File: src/rtl/apb_master_if_if.sv
// Bundles the user request/response handshake and the APB bus pins of apb_master_if.
// The master modport is the bridge's view; the slave modport is the view of whatever drives it.
interface apb_master_if_if #(
  parameter int APB_DATA_WIDTH = 32,
  parameter int APB_ADDR_WIDTH = 32
);
  logic                        req_valid_in;
  logic                        req_ready_out;
  logic [APB_ADDR_WIDTH-1:0]   req_addr_in;
  logic                        req_write_in;
  logic [APB_DATA_WIDTH-1:0]   req_wdata_in;
  logic [APB_DATA_WIDTH/8-1:0] req_strb_in;
  logic                        resp_valid_out;
  logic [APB_DATA_WIDTH-1:0]   resp_rdata_out;
  logic                        resp_error_out;
  logic [APB_ADDR_WIDTH-1:0]   apb_addr_out;
  logic                        apb_psel_out;
  logic                        apb_penable_out;
  logic                        apb_write_out;
  logic [APB_DATA_WIDTH-1:0]   apb_wdata_out;
  logic [APB_DATA_WIDTH/8-1:0] apb_strb_out;
  logic [APB_DATA_WIDTH-1:0]   apb_rdata_in;
  logic                        apb_ready_in;
  logic                        apb_slverr_in;

  modport master (
    input  req_valid_in, req_addr_in, req_write_in, req_wdata_in, req_strb_in,
    input  apb_rdata_in, apb_ready_in, apb_slverr_in,
    output req_ready_out, resp_valid_out, resp_rdata_out, resp_error_out,
    output apb_addr_out, apb_psel_out, apb_penable_out, apb_write_out,
    output apb_wdata_out, apb_strb_out
  );

  modport slave (
    output req_valid_in, req_addr_in, req_write_in, req_wdata_in, req_strb_in,
    output apb_rdata_in, apb_ready_in, apb_slverr_in,
    input  req_ready_out, resp_valid_out, resp_rdata_out, resp_error_out,
    input  apb_addr_out, apb_psel_out, apb_penable_out, apb_write_out,
    input  apb_wdata_out, apb_strb_out
  );
endinterface

File: src/rtl/apb_master_if.sv
// APB master bridge: accepts one user request at a time and runs it as an APB
// SETUP/ACCESS transfer with a bounded wait, returning a one-cycle response pulse.
module apb_master_if #(
  parameter int APB_DATA_WIDTH = 32,
  parameter int APB_ADDR_WIDTH = 32,
  parameter int TIMEOUT_CYCLE  = 16
) (
  input  logic             apb_clk_in,
  input  logic             apb_rstn_in,
  apb_master_if_if.master  bus
);
  localparam int STRB_W = APB_DATA_WIDTH / 8;
  localparam int CNT_W  = $clog2(TIMEOUT_CYCLE + 1);
  localparam logic [CNT_W-1:0] TIMEOUT_VAL = CNT_W'(TIMEOUT_CYCLE);

  typedef enum logic [1:0] {IDLE, SETUP, ACCESS, RESP} state_t;

  state_t                    state_q, state_d;
  logic [CNT_W-1:0]          cnt_q;
  logic                      ready_q;
  logic                      psel_q;
  logic                      penable_q;
  logic                      resp_valid_q;
  logic [APB_ADDR_WIDTH-1:0] addr_q;
  logic                      write_q;
  logic [APB_DATA_WIDTH-1:0] wdata_q;
  logic [STRB_W-1:0]         strb_q;
  logic [APB_DATA_WIDTH-1:0] rdata_q;
  logic                      error_q;
  logic                      accept;

  // ready_q is only high in IDLE, so it also gates the very first cycle after reset
  assign accept = bus.req_valid_in && ready_q;

  always_comb begin
    state_d = state_q;
    case (state_q)
      IDLE:    if (accept) state_d = SETUP;
      SETUP:   state_d = ACCESS;
      ACCESS:  if (bus.apb_ready_in || (cnt_q == TIMEOUT_VAL)) state_d = RESP;
      RESP:    state_d = IDLE;
      default: state_d = IDLE;
    endcase
  end

  always_ff @(posedge apb_clk_in or negedge apb_rstn_in) begin
    if (!apb_rstn_in) begin
      state_q      <= IDLE;
      cnt_q        <= '0;
      ready_q      <= 1'b0;
      psel_q       <= 1'b0;
      penable_q    <= 1'b0;
      resp_valid_q <= 1'b0;
      addr_q       <= '0;
      write_q      <= 1'b0;
      wdata_q      <= '0;
      strb_q       <= '0;
      rdata_q      <= '0;
      error_q      <= 1'b0;
    end else begin
      state_q      <= state_d;
      ready_q      <= (state_d == IDLE);
      psel_q       <= (state_d == SETUP) || (state_d == ACCESS);
      penable_q    <= (state_d == ACCESS);
      resp_valid_q <= (state_d == RESP);
      case (state_q)
        IDLE: begin
          if (accept) begin
            addr_q  <= bus.req_addr_in;
            write_q <= bus.req_write_in;
            wdata_q <= bus.req_wdata_in;
            strb_q  <= bus.req_write_in ? bus.req_strb_in : '0;
            cnt_q   <= '0;
          end
        end
        ACCESS: begin
          // ready wins over an expiring timeout; slverr only counts alongside ready
          if (bus.apb_ready_in) begin
            rdata_q <= write_q ? '0 : bus.apb_rdata_in;
            error_q <= bus.apb_slverr_in;
          end else if (cnt_q == TIMEOUT_VAL) begin
            rdata_q <= '0;
            error_q <= 1'b1;
          end else begin
            cnt_q <= cnt_q + 1'b1;
          end
        end
        default: ;
      endcase
    end
  end

  assign bus.req_ready_out   = ready_q;
  assign bus.resp_valid_out  = resp_valid_q;
  assign bus.resp_rdata_out  = rdata_q;
  assign bus.resp_error_out  = error_q;
  assign bus.apb_addr_out    = addr_q;
  assign bus.apb_psel_out    = psel_q;
  assign bus.apb_penable_out = penable_q;
  assign bus.apb_write_out   = write_q;
  assign bus.apb_wdata_out   = wdata_q;
  assign bus.apb_strb_out    = strb_q;
endmodule
File: src/flat_wrapper.sv
// flat-port wrapper written by rule: the top's interface ports become plain ports
module apb_master_if_flat 
#(
  parameter int APB_DATA_WIDTH = 32,
  parameter int APB_ADDR_WIDTH = 32,
  parameter int TIMEOUT_CYCLE  = 16
)
  (apb_clk_in, apb_rstn_in, bus_req_valid_in, bus_req_addr_in, bus_req_write_in, bus_req_wdata_in, bus_req_strb_in, bus_apb_rdata_in, bus_apb_ready_in, bus_apb_slverr_in, bus_req_ready_out, bus_resp_valid_out, bus_resp_rdata_out, bus_resp_error_out, bus_apb_addr_out, bus_apb_psel_out, bus_apb_penable_out, bus_apb_write_out, bus_apb_wdata_out, bus_apb_strb_out);
  apb_master_if_if #(.APB_DATA_WIDTH(APB_DATA_WIDTH), .APB_ADDR_WIDTH(APB_ADDR_WIDTH)) bus_i ();
  input  logic apb_clk_in;
  input  logic apb_rstn_in;
  input wire logic [$bits(bus_i.req_valid_in)-1:0] bus_req_valid_in;
  input wire logic [$bits(bus_i.req_addr_in)-1:0] bus_req_addr_in;
  input wire logic [$bits(bus_i.req_write_in)-1:0] bus_req_write_in;
  input wire logic [$bits(bus_i.req_wdata_in)-1:0] bus_req_wdata_in;
  input wire logic [$bits(bus_i.req_strb_in)-1:0] bus_req_strb_in;
  input wire logic [$bits(bus_i.apb_rdata_in)-1:0] bus_apb_rdata_in;
  input wire logic [$bits(bus_i.apb_ready_in)-1:0] bus_apb_ready_in;
  input wire logic [$bits(bus_i.apb_slverr_in)-1:0] bus_apb_slverr_in;
  output wire logic [$bits(bus_i.req_ready_out)-1:0] bus_req_ready_out;
  output wire logic [$bits(bus_i.resp_valid_out)-1:0] bus_resp_valid_out;
  output wire logic [$bits(bus_i.resp_rdata_out)-1:0] bus_resp_rdata_out;
  output wire logic [$bits(bus_i.resp_error_out)-1:0] bus_resp_error_out;
  output wire logic [$bits(bus_i.apb_addr_out)-1:0] bus_apb_addr_out;
  output wire logic [$bits(bus_i.apb_psel_out)-1:0] bus_apb_psel_out;
  output wire logic [$bits(bus_i.apb_penable_out)-1:0] bus_apb_penable_out;
  output wire logic [$bits(bus_i.apb_write_out)-1:0] bus_apb_write_out;
  output wire logic [$bits(bus_i.apb_wdata_out)-1:0] bus_apb_wdata_out;
  output wire logic [$bits(bus_i.apb_strb_out)-1:0] bus_apb_strb_out;
  assign bus_i.req_valid_in = bus_req_valid_in;
  assign bus_i.req_addr_in = bus_req_addr_in;
  assign bus_i.req_write_in = bus_req_write_in;
  assign bus_i.req_wdata_in = bus_req_wdata_in;
  assign bus_i.req_strb_in = bus_req_strb_in;
  assign bus_i.apb_rdata_in = bus_apb_rdata_in;
  assign bus_i.apb_ready_in = bus_apb_ready_in;
  assign bus_i.apb_slverr_in = bus_apb_slverr_in;
  assign bus_req_ready_out = bus_i.req_ready_out;
  assign bus_resp_valid_out = bus_i.resp_valid_out;
  assign bus_resp_rdata_out = bus_i.resp_rdata_out;
  assign bus_resp_error_out = bus_i.resp_error_out;
  assign bus_apb_addr_out = bus_i.apb_addr_out;
  assign bus_apb_psel_out = bus_i.apb_psel_out;
  assign bus_apb_penable_out = bus_i.apb_penable_out;
  assign bus_apb_write_out = bus_i.apb_write_out;
  assign bus_apb_wdata_out = bus_i.apb_wdata_out;
  assign bus_apb_strb_out = bus_i.apb_strb_out;
  apb_master_if #(.APB_DATA_WIDTH(APB_DATA_WIDTH), .APB_ADDR_WIDTH(APB_ADDR_WIDTH), .TIMEOUT_CYCLE(TIMEOUT_CYCLE)) u_core (.apb_clk_in(apb_clk_in), .apb_rstn_in(apb_rstn_in), .bus(bus_i));
endmodule
File: config.mk
export PLATFORM = sky130hd
export DESIGN_NAME = apb_master_if_flat
export DESIGN_NICKNAME = d
export VERILOG_FILES = /design/src/rtl/apb_master_if_if.sv /design/src/rtl/apb_master_if.sv /design/src/flat_wrapper.sv
export SDC_FILE = /design/constraint.sdc
export NUM_CORES = 1
export LEC_CHECK = 0
export CORE_MARGIN = 2
export CORE_UTILIZATION = 36
export DETAILED_ROUTE_END_ITERATION = 6
export PLACE_DENSITY = 0.74
export SLEW_MARGIN = 15
export SYNTH_ARGS = -nofsm -noshare
export SYNTH_HDL_FRONTEND = slang
export SYNTH_SLANG_ARGS = --single-unit
File: constraint.sdc
create_clock -name apb_clk_in -period 1.8 [get_ports apb_clk_in]
set_clock_uncertainty 0.05 [all_clocks]
set_input_delay 0.18 -clock apb_clk_in [delete_from_list [all_inputs] [get_ports apb_clk_in]]
set_output_delay 0.18 -clock apb_clk_in [all_outputs]
set_load 0.1 [all_outputs]
==> metrics.txt <==
syn_area_per_cell=15.1 um^2; clk sink count=113; Placed Area=6490 um^2; largest net degree at the start of global routing=58; Vias/cell=4.77; grt ovf=0; Slew @ Worst Pin=0.439 ns; Setup Total Neg Slack=0 ns; wire per inst=16.4 um; post-route cell area=7230 um^2; final cycle utilization of the critical path=97.9%; Synth Warn #=0; vias=3,288; CTS tree=yes; WP data required=2.08 ns; CTS root buf=clkbuf_16; post-synthesis sequential area ratio=65.4%; number of global-route vias before repair=3,423; Initial Util=36.5%; Crit Path Category=reg2reg; Die Y-Extent=114 um; Critical path origin=u_core.state_q[0]; CTS max path bufs=2; Syn Inst Count=287; Period minus WS final=1.76 ns; Min-Delay Path Class=in2async; routed wire length=11.3 mm; Distinct cells, synth=31; Post-synth EDFFs=0; Worst-path clk slew=0.06 ns; DR pass1 iterations=6; Inserted Clock Buffers=17; Pins Over Slew Limit=0; FF+latch count, synth=113; Post-synth ARST share=100%; startpoint types=register; diode count=0; H-tree Lvls=4; IO buf count=211; GP Congestion=0.716; final count of hold timing violations=0; row count=40; MaxCap Viol Count=0; clk_lat worst skew=0.40 ns; Post-DRT Antenna Nets=0; io pins=212; all-layer global routing usage=17.5%; die area=12,900 um^2; top achievable clock speed=567 MHz; fill count=931; share of layout cells above drive strength 1=33.2%; syn_nets=400; Iteration-0 DRC Markers=89; RSZ-0062 raised after global routing=true; status=completed; Critical Path AT=2.04 ns; CP max FO=6; Mapped Area=4330 um^2; die width=114 um; Post-synth top flop=dfrtp_1; multi-input logic area=1460 um^2; Worst R2R Start=u_core.state_q[0]; first-pass GRT wire length=17.5 mm; slew margin rel.=70.7%; Post-DP HPWL=8.23 mm; initial antenna violation count=0; core area=11,900 um^2; P&R area growth vs syn=67.0%; # setup viols final=0; register area=2830 um^2; Nets=642; DRC=0; CP endpoint kind=register
Yosys cell counts, types with 2 or more instances:
master / n / share of area, %
a2111oi_0: 2 / 0.40
inv_1: 10 / 0.87
dfrtp_1: 113 / 65
nand3_1: 2 / 0.23
nor2_1: 5 / 0.43
buf_2: 13 / 1.5
o22ai_1: 3 / 0.43
nand2b_1: 3 / 0.43
nand2_1: 10 / 0.87
ha_1: 7 / 2.0
o21ai_1: 5 / 0.58
a22o_1: 32 / 6.5
mux2_1: 64 / 17
registers in the layout, indices dropped and copies added, names as in the netlist:
signal	flops
u_core.cnt_q	5
u_core.bus.apb_addr_out	32
u_core.state_q	2
u_core.bus.resp_error_out	1
u_core.bus.resp_valid_out	1
u_core.bus.req_ready_out	1
u_core.bus.apb_wdata_out	32
u_core.bus.apb_write_out	1
u_core.bus.apb_psel_out	1
u_core.bus.resp_rdata_out	32
u_core.bus.apb_strb_out	4
u_core.bus.apb_penable_out	1
logic make-up (layout without fill, tap and decap cells):
group	count (synthesis)	count (layout)	synth area share, %
muxes	66	66	17.1
buffers and inverters	24	278	2.46
adders and majority gates	7	7	2.02
AOI/OAI and AO/OA	48	48	9.02
DFF	113	113	65.4
and+or+nand+nor	29	30	3.99
through the flow:
step                worst slack, ns  std cells  utilization [%]  hold WS, ns
floorplan                    0.0722        287                -       -0.166
global placement             -0.258        650             54.7       0.0951
detailed placement           -0.329        650             54.7       0.0983
CTS                          0.0204        683             60.3        0.212
global route                -0.0698        689             60.9        0.228
finish                       0.0374        689             60.9        0.206
cell type report:
cell class	count	area share, %
inverter	10	0.519
tap	147	2.55
clock buffer	17	5.89
sequential	113	39.1
multi-input combinational	151	20.2
clock inverter	15	2.86
timing repair buffer	236	28.9
worst max-delay path, cell delays in order (launching register included):
cell and delay [ns]:
dfrtp_1 0.35, inv_1 0.06, buf_4 0.14, ha_2 0.21
a21boi_4 0.16, or4b_4 0.55, o22ai_2 0.15
cell usage in the layout, fill, tap and decap left out, types with 2 or more instances in the layout:
master / instances
o21ai_2: 2
nor2_4: 2
clkdlybuf4s50_1: 104
a22o_1: 32
inv_6: 4
buf_12: 4
nand2_1: 10
ha_1: 5
bufinv_16: 4
clkinvlp_4: 2
clkinv_4: 3
clkbuf_16: 17
nor2_1: 4
o21ai_1: 4
a2111oi_0: 2
nand3_1: 2
ha_2: 2
clkinv_2: 2
nand2b_1: 3
buf_4: 126
dfrtp_1: 112
mux2_1: 64
o22ai_1: 2
inv_1: 9
timing repair:
item	4_1_cts	5_1_grt
setup endpoints to repair	34	86
hold endpoints to repair	31	0
gates cloned	0	1
hold buffers	1	0
resized for setup	4	8
buffers inserted	0	5
pin swaps	0	3
final timing paths:
path	slack, ns	cells after the start	endpoint
max in group asynchronous	0.79	3	u_core.bus.apb_addr_out[15]
worst max register to register	0.04	6	u_core.cnt_q[1]
worst min register to register	0.44	1	u_core.bus.apb_addr_out[21]
worst min-delay path	0.21	2	u_core.bus.apb_wdata_out[0]
min in group apb_clk_in	0.28	3	u_core.bus.apb_strb_out[2]
worst max-delay path	0.04	6	u_core.cnt_q[1]
layer usage:
| layer | up-vias | part of all wire, % | global-route usage [%] | wire length, um |
|---|---|---|---|---|
| li1 | 1523 | - | - | - |
| met1 | 1609 | 40 | 20.9 | 4520 |
| met2 | 136 | 51 | 30.1 | 5790 |
| met3 | 20 | 6.4 | 4.94 | 726 |
| met4 | 0 | 2.1 | 6.42 | 239 |
| met5 | - | 0 | 0 | 0 |
Power is left out: the tool's default activity adds up to more than one toggle a clock period on the data nets, which glitch-free logic cannot reach.
